===== src/rtl/maxpool_pkg.sv =====
// Shared definitions for the AXI-Stream maxpool scheduler: FSM states,
// default tuser flag positions and the pool-size clamp applied at config time.
package maxpool_pkg;

    typedef enum logic [1:0] {
        IDLE = 2'd0,
        RUN  = 2'd1,
        DONE = 2'd2
    } sched_state_e;

    localparam int TUSER_W                = 2;
    localparam int IDX_IS_NOT_MAX_DEFAULT = 0;
    localparam int IDX_IS_MAX_DEFAULT     = 1;

    // A zero-length window makes no sense, so it is treated as one beat.
    function automatic logic [3:0] clamp_pool_size(input logic [3:0] size,
                                                   input logic [3:0] max_size);
        logic [3:0] result;
        result = size;
        if (size == 4'd0) begin
            result = 4'd1;
        end else if (size > max_size) begin
            result = max_size;
        end
        return result;
    endfunction

endpackage


===== src/rtl/maxpool_window_counter.sv =====
// Counts accepted beats inside a pooling window and windows inside a frame,
// flagging the closing beat of each window and of the whole frame.
module maxpool_window_counter #(
    parameter int WIN_W = 16
) (
    input  logic             aclk,
    input  logic             areset,
    input  logic             clear,
    input  logic             advance,
    input  logic [3:0]       pool_size,
    input  logic [WIN_W-1:0] windows,
    output logic             window_last,
    output logic             frame_last
);

    logic [3:0]       member_q, member_d;
    logic [WIN_W-1:0] window_q, window_d;

    assign window_last = (member_q == pool_size - 4'd1);
    assign frame_last  = window_last && (window_q == windows - WIN_W'(1));

    always_comb begin
        member_d = member_q;
        window_d = window_q;
        if (clear) begin
            member_d = '0;
            window_d = '0;
        end else if (advance) begin
            if (window_last) begin
                member_d = '0;
                window_d = window_q + WIN_W'(1);
            end else begin
                member_d = member_q + 4'd1;
            end
        end
    end

    always_ff @(posedge aclk or posedge areset) begin
        if (areset) begin
            member_q <= '0;
            window_q <= '0;
        end else begin
            member_q <= member_d;
            window_q <= window_d;
        end
    end

endmodule


===== src/rtl/axis_maxpool_scheduler.sv =====
// Tags an AXI-Stream of activation beats with window-close / bypass flags
// for a downstream maxpool engine, one frame per accepted configuration.
module axis_maxpool_scheduler
    import maxpool_pkg::*;
#(
    parameter int UNITS            = 8,
    parameter int GROUPS           = 2,
    parameter int MEMEBERS         = 8,
    parameter int WORD_WIDTH       = 8,
    parameter int INDEX_IS_NOT_MAX = IDX_IS_NOT_MAX_DEFAULT,
    parameter int INDEX_IS_MAX     = IDX_IS_MAX_DEFAULT,
    parameter int WIN_W            = 16
) (
    input  logic                                    aclk,
    input  logic                                    areset,
    input  logic                                    cfg_valid,
    output logic                                    cfg_ready,
    input  logic [3:0]                              cfg_pool_size,
    input  logic [WIN_W-1:0]                        cfg_windows,
    input  logic                                    cfg_bypass,
    input  logic                                    s_axis_tvalid,
    output logic                                    s_axis_tready,
    input  logic [GROUPS*UNITS*2*WORD_WIDTH-1:0]    s_axis_tdata,
    output logic                                    m_axis_tvalid,
    input  logic                                    m_axis_tready,
    output logic [GROUPS*UNITS*2*WORD_WIDTH-1:0]    m_axis_tdata,
    output logic [TUSER_W-1:0]                      m_axis_tuser,
    output logic                                    busy,
    output logic                                    done
);

    localparam int         DATA_W   = GROUPS * UNITS * 2 * WORD_WIDTH;
    localparam logic [3:0] MAX_POOL = 4'(MEMEBERS);

    sched_state_e        state_q, state_d;
    logic [3:0]          pool_q, pool_d;
    logic [WIN_W-1:0]    windows_q, windows_d;
    logic                bypass_q, bypass_d;
    logic                drain_q, drain_d;
    logic                m_valid_q;
    logic [TUSER_W-1:0]  tuser_q, tuser_d;
    logic [DATA_W-1:0]   tdata_q;

    logic cfg_accept;
    logic s_hs;
    logic m_hs;
    logic window_last;
    logic frame_last;

    assign cfg_accept    = (state_q == IDLE) && cfg_valid;
    assign s_axis_tready = (state_q == RUN) && !drain_q && (!m_valid_q || m_axis_tready);
    assign s_hs          = s_axis_tvalid && s_axis_tready;
    assign m_hs          = m_valid_q && m_axis_tready;

    assign cfg_ready     = (state_q == IDLE);
    assign busy          = (state_q == RUN);
    assign done          = (state_q == DONE);
    assign m_axis_tvalid = m_valid_q;
    assign m_axis_tuser  = tuser_q;
    assign m_axis_tdata  = tdata_q;

    maxpool_window_counter #(
        .WIN_W (WIN_W)
    ) u_counter (
        .aclk        (aclk),
        .areset      (areset),
        .clear       (cfg_accept),
        .advance     (s_hs),
        .pool_size   (pool_q),
        .windows     (windows_q),
        .window_last (window_last),
        .frame_last  (frame_last)
    );

    // drain_q marks that the final beat is already in the output register,
    // so upstream is closed until that beat leaves downstream.
    always_comb begin
        state_d   = state_q;
        pool_d    = pool_q;
        windows_d = windows_q;
        bypass_d  = bypass_q;
        drain_d   = drain_q;
        case (state_q)
            IDLE: begin
                if (cfg_valid) begin
                    pool_d    = cfg_bypass ? 4'd1 : clamp_pool_size(cfg_pool_size, MAX_POOL);
                    windows_d = cfg_windows;
                    bypass_d  = cfg_bypass;
                    drain_d   = 1'b0;
                    state_d   = (cfg_windows == '0) ? DONE : RUN;
                end
            end
            RUN: begin
                if (s_hs && frame_last) begin
                    drain_d = 1'b1;
                end
                if (drain_q && m_hs) begin
                    drain_d = 1'b0;
                    state_d = DONE;
                end
            end
            DONE: begin
                state_d = IDLE;
            end
            default: begin
                state_d = IDLE;
            end
        endcase
    end

    always_ff @(posedge aclk or posedge areset) begin
        if (areset) begin
            state_q   <= IDLE;
            pool_q    <= 4'd1;
            windows_q <= '0;
            bypass_q  <= 1'b0;
            drain_q   <= 1'b0;
        end else begin
            state_q   <= state_d;
            pool_q    <= pool_d;
            windows_q <= windows_d;
            bypass_q  <= bypass_d;
            drain_q   <= drain_d;
        end
    end

    always_comb begin
        tuser_d                       = '0;
        tuser_d[1'(INDEX_IS_MAX)]     = window_last;
        tuser_d[1'(INDEX_IS_NOT_MAX)] = bypass_q;
    end

    // Single skid-free output stage: a new beat may load in the same cycle
    // the previous one drains, which keeps one beat per cycle.
    always_ff @(posedge aclk or posedge areset) begin
        if (areset) begin
            m_valid_q <= 1'b0;
            tuser_q   <= '0;
        end else if (s_hs) begin
            m_valid_q <= 1'b1;
            tuser_q   <= tuser_d;
        end else if (m_axis_tready) begin
            m_valid_q <= 1'b0;
        end
    end

    always_ff @(posedge aclk) begin
        if (s_hs) begin
            tdata_q <= s_axis_tdata;
        end
    end

endmodule


===== config.mk =====
export PLATFORM = sky130hd
export DESIGN_NAME = axis_maxpool_scheduler
export DESIGN_NICKNAME = d
export VERILOG_FILES = /design/src/rtl/maxpool_pkg.sv /design/src/rtl/maxpool_window_counter.sv /design/src/rtl/axis_maxpool_scheduler.sv
export SDC_FILE = /design/constraint.sdc
export NUM_CORES = 1
export LEC_CHECK = 0
export CAP_MARGIN = 25
export CORE_AREA = 2 2 214 216
export CTS_CLUSTER_DIAMETER = 80
export DETAILED_ROUTE_END_ITERATION = 12
export DIE_AREA = 0 0 216 218
export SLEW_MARGIN = 30
export SYNTH_ARGS = -nofsm -noshare
export SYNTH_HDL_FRONTEND = slang
export SYNTH_HIERARCHICAL = 1
export SYNTH_SLANG_ARGS = --single-unit

===== constraint.sdc =====
create_clock -name aclk -period 22.2 [get_ports aclk]
set_input_delay 4.44 -clock aclk [delete_from_list [all_inputs] [get_ports aclk]]
set_output_delay 4.44 -clock aclk [all_outputs]
set_load 0.1 [all_outputs]

### Yosys cells after proc, flatten, opt, wreduce, memory -nomap -nowiden

Cells that the tools add are included.

| word-level totals | value |
|---|---|
| input bits | 282 |
| output and inout port bits | 263 |
| word-level logic and storage cells | 63 |
| register bits | 302 |

| cells by class | value |
|---|---|
| eq/ne operators | 7 |
| mux-type cells | 19 |
| $add $sub $neg | 4 |
| reduce and logical (&&, ||, !) cells | 22 |
| magnitude comparators | 1 |

Operator list:

| cell | count |
|---|---|
| 16-bit 2-to-1 mux | 3 |
| 4-bit 2-to-1 mux | 6 |
| 16-bit by 1-bit adder with 16-bit output (second input constant) | 1 |
| 16-bit == test | 1 |
| 16-bit zero test | 1 |
| 16-bit by 1-bit subtractor with 16-bit output (second input constant) | 1 |
| 1-bit logical AND | 8 |
| 2-bit nonzero test | 4 |
| 2-bit 2-to-1 mux | 3 |
| 2-bit AND reduction | 3 |
| 1-bit 2-to-1 mux | 5 |
| 4-bit by 1-bit adder with 4-bit output (second input constant) | 1 |
| 4-bit == test | 1 |
| 4-bit greater-than comparator (second input constant) | 1 |
| 4-bit zero test | 1 |
| 2-bit one-hot mux with 2 select lines | 1 |
| 4-bit by 1-bit subtractor with 4-bit output (second input constant) | 1 |
| 3-bit by 1-bit != test with 1-bit output (second input constant) | 1 |
| 3-bit AND reduction | 1 |
| 2-bit by 1-bit == test with 1-bit output (second input constant) | 1 |
| 2-bit == test (second input constant) | 1 |
| 1-bit zero test | 2 |
| 2-bit zero test | 1 |
| 2-bit by 1-bit != test with 1-bit output (second input constant) | 1 |
| other kinds (3) | 3 |

### Depth between registers and ports, before layout

| logic depth | value |
|---|---|
| depth in word-level cells | 8 |
| depth in mapped cells | 11 |
| depth with buffers taken out | 10 |

### By module

The synthesis kept the hierarchy.

Modules (own cells, without submodules):

| module | instances | cells each | sequential area each (um2) | area each (um2) |
|---|---|---|---|---|
| axis_maxpool_scheduler | 1 | 380 | 8339.2 | 8816.0 |
| maxpool_window_counter | 1 | 198 | 500.5 | 1725.4 |

### Worst setup path before layout

OpenSTA, ideal clock, no wires.

| timing path | value |
|---|---|
| kind | input -> register |
| from | input m_axis_tready |
| to | register u_counter.window_q[15] |
| buffers on the path | 2 |
| data required time | 22079 ps |
| cell stages on the path | 10 |
| library setup time | 121 ps |
| arrival time | 11788 ps |
| slack | 10291 ps |
| cell sequence | nand2b_1 > nand4b_1 > inv_1 > inv_1 > o31a_1 > buf_6 > buf_12 > nor4_4 > xnor2_1 > nor2_1 |

| between the ends | value |
|---|---|
| cells in the longest elaborated chain, start to end | 5 |

Ends and longest elaborated chain:

| item | line | RTL |
|---|---|---|
| start: declaration | axis_maxpool_scheduler.sv:25 | `input logic m_axis_tready,` |
| 1-bit logical OR | axis_maxpool_scheduler.sv:51 | `assign s_axis_tready = (state_q == RUN) && !drain_q && (!m_valid_q \|\| m_axis_tready);` |
| 1-bit logical AND | axis_maxpool_scheduler.sv:51 |  |
| 1-bit logical AND | axis_maxpool_scheduler.sv:52 | `assign s_hs = s_axis_tvalid && s_axis_tready;` |
| via s_hs | axis_maxpool_scheduler.sv:45 | `logic s_hs;` |
| 2-bit nonzero test (no line) | - |  |
| 2-bit AND reduction (no line) | - |  |
| end signal: assignment | maxpool_window_counter.sv:44 | `window_q <= window_d;` |
| end: declaration | maxpool_window_counter.sv:17 | `logic [WIN_W-1:0] window_q, window_d;` |

The timed path passes the listed nets, and every way through them passes these cells.
A chain may end at the register's enable or synchronous reset.

### Final worst setup path

| timing path | value |
|---|---|
| from | input m_axis_tready |
| to | output s_axis_tready |

| between the ends | value |
|---|---|
| cells in the longest elaborated chain, start to end | 2 |

Ends and longest elaborated chain:

| item | line | RTL |
|---|---|---|
| 1-bit logical OR | axis_maxpool_scheduler.sv:51 |  |
| 1-bit logical AND | axis_maxpool_scheduler.sv:51 |  |
| end: declaration | axis_maxpool_scheduler.sv:22 | `output logic s_axis_tready,` |

No other way between the ends.

==> metrics.md <==
| Metric | Value |
|---|---|
| Outcome | `complete, no violations` |
| Max H-tree Level | `2` |
| Synthesis Warnings | `6` |
| Hold Crit Depth | `2` |
| Dpl hpwl | `25.03 mm` |
| Synth area leader | `edfxtp_1` |
| CTS sink count | `~300` |
| Worst-path fanout max | `3` |
| Via Count | `7052` |
| Synth-to-Final Area Change | `67.63%` |
| Hold Vio Cnt, Final | `0` |
| Routed met2 length | `16.96 mm` |
| Post-synthesis async set-or-reset flop share | `roughly 15%` |
| Most used cell along the critical path | `clkdlybuf4s50_1` |
| Switching pwr | `between 600 and 700 uW` |
| DRT antenna net count | `0` |
| Synth top cells by count | `edfxtp_1, nand2_1, dfrtp_1, xnor2_1, nor2_1` |
| Flop pwr share | `40.6%` |
| First-pass GRT wire length | `45.96 mm` |
| Largest net degree at the start of global routing | `105` |
| CP max stage delay | `~1.1 ns` |
| Overflow after GRT | `0` |
| Element type at the critical path end | `output port` |
| Top routing layer in use | `met5` |
| Gate power share | `28.2%` |
| Fin Setup TNS | `0 ns` |
| Setup-failing EPs final | `0` |
| Worst VDD drop | `0.00006405 V` |
| Gr usage total | `a little over an eighth` |
| Nets | `1437` |
| Post-synth EDFFs | `between 200 and 300` |
| Slew Limit Headroom | `30.30%` |
| Startpoint Class | `input port` |
| Hold_buf cts | `0` |
| Starting Density | `23.48%` |
| Critical R2R Launch | `state_q[1]` |
| Cell area after synthesis | `approximately 0.011 mm^2` |
| Worst-skew pair later-pin latency | `0.52 ns` |
| Final worst-path cycle share | `48.60%` |
| Post-synth top area share | `between 70% and 80%` |
| Max-Cap Viols | `0` |
| Die ar. | `about 0.047 mm^2` |
| Met3 routed WL | `2.871 mm` |
| Worst hold path type | `register to register` |
| Reg2reg path depth | `9` |
| CTS buffer count | `38` |
| Worst Max-Slew Pin Slew | `about 1.0 ns` |
| Hold wc startpoint | `bypass_q` |
| Arrival @ worst endpoint | `between 6 and 7 ns` |
| TritonRoute pass-1 iters | `4` |
| Sw frac | `35.47%` |
| WL final | `32.44 mm` |
| Max Slew Vio Count | `0` |
| Register area share after synthesis | `83.86%` |
| Synth top area cells | `edfxtp_1, dfrtp_1, nand2_1` |
| Mapped Nets | `864` |
| Endpoint, Worst Hold | `bypass_q` |
| Critical Path RT | `17.76 ns` |
| PortBufs | `543` |
| Clk buf depth | `3` |
| DRC Markers | `0` |
| Worst-path cell chain | `clkdlybuf4s50_1, nand2b_1, nand2_1, nor2_1, clkdlybuf4s50_1` |
| Post-synthesis cell type count | `58` |
| Die Ht | `between 200 and 250 um` |
| Vias in the first global route | `7220` |
| Hold_ws | `around 0.49 ns` |
| Critical path class | `input port to output port` |
| Max stage delay cell, worst path | `clkdlybuf4s50_1` |
| Clock Tree Root | `clkbuf_16` |
| Reg2reg end | `u_counter/window_q[13]` |
| Metal-1 WL | `~12 mm` |
| Row Count | `78` |
| Cell count after synthesis | `578` |
| Fmax | `between 90 and 100 MHz` |
| Placeable core area | `0.04489 mm^2` |
| Postcts setup bufs | `0` |
| Layout filler cell count | `4250` |
| Register bit total from synthesis | `302` |
| Pint | `1146 uW` |
| RSZ-0062 raised after global routing | `false` |
| Initial antenna violation count | `3` |
| PD cells | `about 100 mW/mm^2` |
| Clock power share | `31.2%` |
| Share of layout cells above drive strength 1 | `8.136%` |
| Die W | `approximately 220 um` |
| Leak | `0.006396 uW` |
| Main flop type after synthesis | `edfxtp_1` |
| CTS clock-pin slew for the worst setup and hold paths | `0.05 ns` |
| WL per Instance | `18.20 um` |
| GPL Wtd Cong | `slightly above 0.8` |
| I/O pin count | `545` |
| Initial detailed-routing violation count | `about 400` |
| Total chip power | `1776 uW` |
| Via density | `3.957` |
| Count leader, synth | `edfxtp_1` |
| Tmin final | `10.79 ns` |
| Clk_skew | `0.009211 ns` |
| Mean Syn Cell Area | `18.24 um^2` |
| Flop2flop setup slack | `18.84 ns` |
| Post-CTS resize count | `0` |
| CTS tree | `built` |
## worst max-delay path by stage
stage / start / to / slack, ns
3_5_place_dp: m_axis_tready / s_axis_tready / 11.40
3_3_place_gp: m_axis_tready / s_axis_tready / 11.39
4_1_cts: m_axis_tready / s_axis_tready / 11.40
6_report: m_axis_tready / s_axis_tready / 11.41
2_1_floorplan: m_axis_tready / u_counter/window_q[15] / 10.29
5_1_grt: m_axis_tready / s_axis_tready / 11.35
## layout make-up
| cell class | instances | area [um^2] | share of cell area, % |
|---|---|---|---|
| inverters | 15 | 68.82 | 0.3894 |
| clock inverters | 24 | 133.9 | 0.7576 |
| repair buffers | 546 | 5353 | 30.29 |
| flip-flops and latches | 302 | 8840 | 50.02 |
| diodes | 2 | 5.005 | 0.02832 |
| well taps | 600 | 750.7 | 4.248 |
| clock buffers | 45 | 998.5 | 5.650 |
| multi-input cells | 248 | 1521 | 8.610 |
## cell families (layout without fill, tap and decap cells)
kind of cell    Yosys count  in the layout  share of synthesized area (%)
xor+xnor                 38             38                          3.288
mux                       4              4                         0.4036
flops                   302            302                          83.86
fa+ha+maj                 4              4                         0.4748
other cells               1              3                        0.03557
compound gates           33             33                          2.018
simple gates            168            168                          8.214
buf+inv                  28            630                          1.709
## layout by cell type (no fill, tap or decap), types with 3 or more instances in the layout
cell type          n
nor4_1            11
nor3_1            12
xnor2_1           22
dfrtp_1           45
xor2_1            15
nor2_1            21
nor4b_2            3
or3_1              3
nand3_1           16
edfxtp_1         256
clkdlybuf4s50_1  520
buf_2             22
nand2b_1           4
clkbuf_1           6
a21oi_1            7
nand4_1            5
inv_8              3
ha_1               4
clkinv_2           8
clkbuf_16         39
inv_1             11
clkinv_1          10
o21ai_0           11
nand2_1           72
and3_1             3
## power by group through the flow
stage | clock (uW) | sequential (uW) | combinational (uW)
final | 555 | 721 | 501
after global routing | 599 | 729 | 522
after CTS | 577 | 721 | 505
after detailed placement | 0 | 732 | 503
after global placement | 0 | 730 | 499
after floorplan | 0 | 998 | 98.0
## through the flow
stage          instances  utilization [%]  setup WS (ns)  cell area, um^2
2_1_floorplan        578                -          10.29            10540
3_3_place_gp        1710            37.04          11.39            16630
3_5_place_dp        1710            36.88          11.40            16560
4_1_cts             1779            39.40          11.40            17690
5_1_grt             1782            39.36          11.35            17670
6_report            1782            39.36          11.41            17670
## sequential cells by signal (all words and copies together) (netlist names)
name / count
u_counter/member_q: 4
m_axis_tuser: 1
state_q: 2
m_axis_tvalid: 1
m_axis_tdata: 256
bypass_q: 1
drain_q: 1
pool_q: 4
windows_q: 16
u_counter/window_q: 16
## per-layer routing
metal  GRT usage (%)  vias to the layer above
met1           14.17                     3374
met3           5.091                       55
met5               0                        -
li1                -                     3316
met2           23.28                      305
met4           4.635                        2
## critical path, delay by kind of cell
family / cells / cell delay, ns
and+or+nand+nor: 3 / 0.29
buffers and inverters: 2 / 1.61
Note: power is estimated with default switching activity, not from simulation.
